`src/rtl/issue_sched_pkg.sv`:
```
// Shared unit IDs and default latencies for the issue scheduler,
// the CDB writeback mux and the issue queues.
package issue_sched_pkg;

    localparam logic [1:0] UNIT_INT  = 2'd0;
    localparam logic [1:0] UNIT_LS   = 2'd1;
    localparam logic [1:0] UNIT_MULT = 2'd2;
    localparam logic [1:0] UNIT_DIV  = 2'd3;

    localparam int DEF_INT_LAT  = 1;
    localparam int DEF_LS_LAT   = 1;
    localparam int DEF_MULT_LAT = 4;
    localparam int DEF_DIV_LAT  = 6;

    function automatic int max4(
        input int a,
        input int b,
        input int c,
        input int d
    );
        int m;
        m = a;
        if (b > m) m = b;
        if (c > m) m = c;
        if (d > m) m = d;
        return m;
    endfunction

endpackage

```
`src/rtl/cdb_rsv_shreg.sv`:
```
// CDB reservation shift register: slot i set means the CDB is
// claimed i cycles from now, with the owning unit alongside.
module cdb_rsv_shreg #(
    parameter int MAX_LAT = 6,
    parameter int LAT_W   = 3
) (
    input  logic               clk,
    input  logic               reset,
    input  logic               claim_en,
    input  logic [LAT_W-1:0]   claim_lat,
    input  logic [1:0]         claim_id,
    output logic [MAX_LAT:0]   rsv,
    output logic [1:0]         owner0
);

    logic [MAX_LAT:0] rsv_q;
    logic [MAX_LAT:0] rsv_d;
    logic [1:0]       own_q [MAX_LAT+1];
    logic [1:0]       own_d [MAX_LAT+1];

    // A claim of latency L lands at post-shift index L-1.
    always_comb begin
        rsv_d = '0;
        for (int i = 0; i <= MAX_LAT; i++) begin
            own_d[i] = 2'd0;
        end
        for (int i = 0; i < MAX_LAT; i++) begin
            if (claim_en && claim_lat == LAT_W'(i + 1)) begin
                rsv_d[i] = 1'b1;
                own_d[i] = claim_id;
            end else begin
                rsv_d[i] = rsv_q[i+1];
                own_d[i] = own_q[i+1];
            end
        end
    end

    always_ff @(posedge clk or posedge reset) begin
        if (reset) begin
            rsv_q <= '0;
            for (int i = 0; i <= MAX_LAT; i++) begin
                own_q[i] <= 2'd0;
            end
        end else begin
            rsv_q <= rsv_d;
            for (int i = 0; i <= MAX_LAT; i++) begin
                own_q[i] <= own_d[i];
            end
        end
    end

    assign rsv    = rsv_q;
    assign owner0 = own_q[0];

endmodule

```
`src/rtl/issue_sched.sv`:
```
// Single-issue round-robin scheduler over the int/ls/mult/div queues,
// with CDB slot reservation so no two units write back together.
module issue_sched
    import issue_sched_pkg::*;
#(
    parameter int INT_LAT  = DEF_INT_LAT,
    parameter int LS_LAT   = DEF_LS_LAT,
    parameter int MULT_LAT = DEF_MULT_LAT,
    parameter int DIV_LAT  = DEF_DIV_LAT
) (
    input  logic       clk,
    input  logic       reset,
    input  logic       issueint_ready,
    input  logic       issuels_ready,
    input  logic       issuemult_ready,
    input  logic       issuediv_ready,
    output logic       issueint_done,
    output logic       issuels_done,
    output logic       issuemult_done,
    output logic       issuediv_done,
    output logic [1:0] cdb_sel,
    output logic       cdb_sel_valid
);

    localparam int MAX_LAT = max4(INT_LAT, LS_LAT, MULT_LAT, DIV_LAT);
    localparam int LAT_W   = $clog2(MAX_LAT + 1);
    localparam int DCNT_W  = $clog2(DIV_LAT + 1);

    localparam logic [LAT_W-1:0] LAT [4] = '{
        LAT_W'(INT_LAT),
        LAT_W'(LS_LAT),
        LAT_W'(MULT_LAT),
        LAT_W'(DIV_LAT)
    };

    logic [MAX_LAT:0]  rsv;
    logic [1:0]        owner0;
    logic [1:0]        rr_ptr;
    logic [DCNT_W-1:0] div_cnt;
    logic [3:0]        rdy;
    logic [3:0]        elig;
    logic [3:0]        gnt;
    logic              gnt_en;
    logic              found;
    logic [1:0]        gnt_id;
    logic [1:0]        idx;

    assign rdy = {issuediv_ready, issuemult_ready,
                  issuels_ready, issueint_ready};

    // A unit may issue only if its writeback slot is still free.
    always_comb begin
        for (int u = 0; u < 4; u++) begin
            elig[u] = rdy[u] & ~rsv[LAT[u]];
        end
        elig[UNIT_DIV] = elig[UNIT_DIV] & (div_cnt == '0);
    end

    always_comb begin
        found  = 1'b0;
        gnt_id = rr_ptr;
        idx    = rr_ptr;
        for (int k = 0; k < 4; k++) begin
            idx = rr_ptr + 2'(k);
            if (!found && elig[idx]) begin
                found  = 1'b1;
                gnt_id = idx;
            end
        end
        gnt_en = found & ~reset;
    end

    always_comb begin
        gnt = 4'b0000;
        unique case (1'b1)
            (gnt_en && gnt_id == UNIT_INT):  gnt = 4'b0001;
            (gnt_en && gnt_id == UNIT_LS):   gnt = 4'b0010;
            (gnt_en && gnt_id == UNIT_MULT): gnt = 4'b0100;
            (gnt_en && gnt_id == UNIT_DIV):  gnt = 4'b1000;
            default:                         gnt = 4'b0000;
        endcase
    end

    assign issueint_done  = gnt[UNIT_INT];
    assign issuels_done   = gnt[UNIT_LS];
    assign issuemult_done = gnt[UNIT_MULT];
    assign issuediv_done  = gnt[UNIT_DIV];

    always_ff @(posedge clk or posedge reset) begin
        if (reset) begin
            rr_ptr <= 2'd0;
        end else if (gnt_en) begin
            rr_ptr <= gnt_id + 2'd1;
        end
    end

    // Divider is not pipelined: block re-issue for DIV_LAT cycles.
    always_ff @(posedge clk or posedge reset) begin
        if (reset) begin
            div_cnt <= '0;
        end else if (gnt_en && gnt_id == UNIT_DIV) begin
            div_cnt <= DCNT_W'(DIV_LAT - 1);
        end else if (div_cnt != '0) begin
            div_cnt <= div_cnt - 1'b1;
        end
    end

    cdb_rsv_shreg #(
        .MAX_LAT (MAX_LAT),
        .LAT_W   (LAT_W)
    ) u_rsv (
        .clk       (clk),
        .reset     (reset),
        .claim_en  (gnt_en),
        .claim_lat (LAT[gnt_id]),
        .claim_id  (gnt_id),
        .rsv       (rsv),
        .owner0    (owner0)
    );

    assign cdb_sel_valid = rsv[0];
    assign cdb_sel       = owner0;

endmodule

```
`config.mk`:
```
export PLATFORM = sky130hd
export DESIGN_NAME = issue_sched
export DESIGN_NICKNAME = d
export VERILOG_FILES = /design/src/rtl/issue_sched_pkg.sv /design/src/rtl/cdb_rsv_shreg.sv /design/src/rtl/issue_sched.sv
export SDC_FILE = /design/constraint.sdc
export NUM_CORES = 1
export LEC_CHECK = 0
export CAP_MARGIN = 40
export CORE_MARGIN = 10
export CORE_UTILIZATION = 65
export CTS_BUF_LIST = sky130_fd_sc_hd__clkbuf_2
export DETAILED_ROUTE_END_ITERATION = 10
export DONT_BUFFER_PORTS = 1
export GPL_ROUTABILITY_DRIVEN = 1
export HOLD_SLACK_MARGIN = 0.15
export PLACE_DENSITY_LB_ADDON = 0.3
export SLEW_MARGIN = 5
export SYNTH_ARGS = -nofsm -noshare
export SYNTH_HDL_FRONTEND = slang
export SYNTH_SLANG_ARGS = --single-unit
```
`constraint.sdc`:
```
create_clock -name clk -period 2.95 [get_ports clk]
set_input_delay 0.885 -clock clk [delete_from_list [all_inputs] [get_ports clk]]
set_output_delay 0.885 -clock clk [all_outputs]
set_load 0.005 [all_outputs]
```
==> flow_summary.yaml <==
flow_run:
  cap_violations: 0
finish:
  layout_commonest_cell: "dfrtp_1"
  final_cell_mix: "23 x dfrtp_1, 6 x nand2_1, 5 x nor2b_1, 5 x nor2_1, 4 x inv_1"
  layout-drive-gt1-share_pct: 19.0
  nets: 93
  area_delta_synth_final_pct: 3.77
  final_area_sq_um: 1070
  n_fill_cell: 100
  n_antenna_cell: 0
synthesis:
  syn_area_per_cell_sq_um: 11.3
  synth-seq-cells: 23
  synthTopCellsByArea: "dfrtp_1 56%, clkbuf_1 3.3%, nor2b_1 3.0%, ha_1 2.4%, nand2_1 2.2%"
  synth_cells: 91
  yosysTopAreaCellShare_pct: 56.0
  yosysSeqAreaShare_pct: 56.0
  netlist_area_sq_um: 1030
  synth_top_area_cell: "dfrtp_1"
  syn_nets: 99
  synth_cell_types: 32
  yosys_warnings: 0
setup_path:
  r2r_slack_ps: 1150
  endpoint_kind: "output port"
  path_buf_inv: 0
  cp_top_family: "compound AO/OA/AOI/OAI gates"
  r2r-end: "rr_ptr[1]"
  worst_setup_path_start_kind: "input pin"
  reg2reg_from: "div_cnt[0]"
  crit_type: "in -> out"
  cpPeakStageDelay_ps: 320
  cp_slowest_cell: "a221o_1"
  ff2ff_path_depth: 6
  cp_max_fo: 5
  crit_chain: "o21bai_1, a221o_1, nand3_4, nor3_4"
  required_ps: 2070
  arrival_ps: 1950
floorplanning:
  fp.dieH_um: 59.8
  pin_count: 13
  start_util_pct: 68.3
  dieArea_sq_um: 3570
  die_w_um: 59.8
  core.rowCount: 14
  core_area_sq_um: 1510
power_and_ir_drop:
  pwr_density_cell_nw_per_um2: 993
  irDropWorstVdd_mv: 0.547
  power.leakage_nw: 0.506
place:
  dpl_cell_area_sq_um: 1000
  dp_hpwl_mm: 1.33
  gp_congestion: 0.848
  portBuffers: 0
hold_path:
  hold_path_class: "reg -> reg"
  min_path_cells: 0
  hp-start: "u_rsv.own_q[2]"
  whs_endpoint: "u_rsv.own_q[4]"
clock_tree:
  clock_latency_ps: 320
  cts_tree: "done"
  clkTransAtPathRegs_ps: 190
  clockBufferDepth: 2
  cts_setup_buffers: 0
  clock_sinks: 23
  cts-buffers-inserted: 3
  root_buffer: "clkbuf_2"
  ctsHoldBuffers: 0
  htree_num_levels: 1
global_routing:
  grt_pass1_wl_mm: 2.73
  grtUsageTotal_pct: 10.2
  antenna_found_initial: 0
  grt_pass1_vias: 587
  grt_overflow: 0
  grt_max_degree: 24
timing:
  min_period_over_period_pct: 96.1
  fin_crit_ps: 2830
  max_slew.worst_pin.slew_ps: 806
  fmaxAchievable_mhz: 353
  hold_violations: 0
  finalMaxSlewViolations: 0
  fin_hold_ws_ps: 375
  setup_viol: 0
  relSlewSlack_pct: 46.2
  finalClockSkew_ps: 11.1
detailed_routing:
  viasPerCell: 6.17
  postRouteAntennaNets: 0
  wirelength_mm: 1.75
  drc: 0
  via_count: 617
  drt_pass1_iterations: 2
  wire_per_inst_um: 17.5
  drtIter0Drc: 9
run_status:
  status: "completed"
## stage by stage
| stage | setup TNS (ps) | utilization (%) | setup WS [ps] | instances | total power [mW] |
|---|---|---|---|---|---|
| floorplan | 0 | - | 370 | 91 | 0.841 |
| global placement | 0 | 66.4 | 267 | 96 | 0.867 |
| detailed placement | 0 | 66.4 | 227 | 96 | 0.896 |
| CTS | 0 | 67.7 | 5.15 | 100 | 1.01 |
| global route | -4.91 | 70.8 | -4.91 | 100 | 1.15 |
| finish | 0 | 70.8 | 116 | 100 | 1.06 |
## metal layers
metal  global-route usage, %  wire (um)  up-vias
li1                        -          -      292
met1                    10.9        749      308
met2                    16.5        874       17
met3                    5.93        129        0
met4                    2.88          0        0
met5                       0          0        -
## worst max path at each step
| stage | start | end | slack, ps | cells after the start |
|---|---|---|---|---|
| final | issueint_ready | issuemult_done | 120 | 4 |
| after global routing | div_cnt[0] | issuemult_done | -5 | 6 |
| after CTS | div_cnt[0] | issuemult_done | 5 | 6 |
| after detailed placement | issueint_ready | issuemult_done | 230 | 4 |
| after global placement | issuemult_ready | issuemult_done | 270 | 4 |
| after floorplan | issuels_ready | issuediv_done | 370 | 4 |
## report_power, final
part	total, mW	leakage [nW]	internal, mW	switching, mW
clock	0.118	0.0164	0.0307	0.0877
combinational	0.436	0.187	0.187	0.249
sequential	0.505	0.303	0.430	0.0749
total	1.06	0.506	0.648	0.412
## synth_stat cells (all sizes together)
master	count
dfrtp	23
clkbuf	9
a21oi	6
nand2	6
nor2	6
nor2b	5
inv	4
a221o	3
nand2b	3
o21ai	3
a31oi	2
buf	2
ha	2
or2	2
a211o	1
a211oi	1
a221oi	1
a31o	1
and2b	1
and3b	1
nand3	1
nand3b	1
nand4b	1
nor3	1
o21bai	1
o221a	1
o221ai	1
or3b	1
xnor2	1
## registers in the layout, summed over array words and instances, names as in the netlist
register,cells
u_rsv.own_q,10
u_rsv.owner0,2
div_cnt,3
u_rsv.rsv,6
rr_ptr,2
## cell families after synthesis
logic type | Yosys count | share of synthesized area [%]
buffers and inverters | 15 | 6.20
XOR/XNOR | 1 | 0.852
AO/OA/AOI/OAI | 21 | 16.9
AND/OR/NAND/NOR | 29 | 17.6
adder cells (fa/ha/maj) | 2 | 2.43
flip-flops | 23 | 56.0
## cell type report
type	count	area [sq um]	share of cell area (%)
clock buffers	3	15.0	1.41
multi-input cells	53	437	40.9
well taps	16	20.0	1.88
inverters	4	15.0	1.41
flip-flops and latches	23	576	53.9
clock inverters	1	5.00	0.469
## what timing repair did
item	CTS	global route
endpoints found under the setup margin	0	4
resized for setup	0	8
endpoints found under the hold margin	0	0
Note: power is estimated with default switching activity, not from simulation.
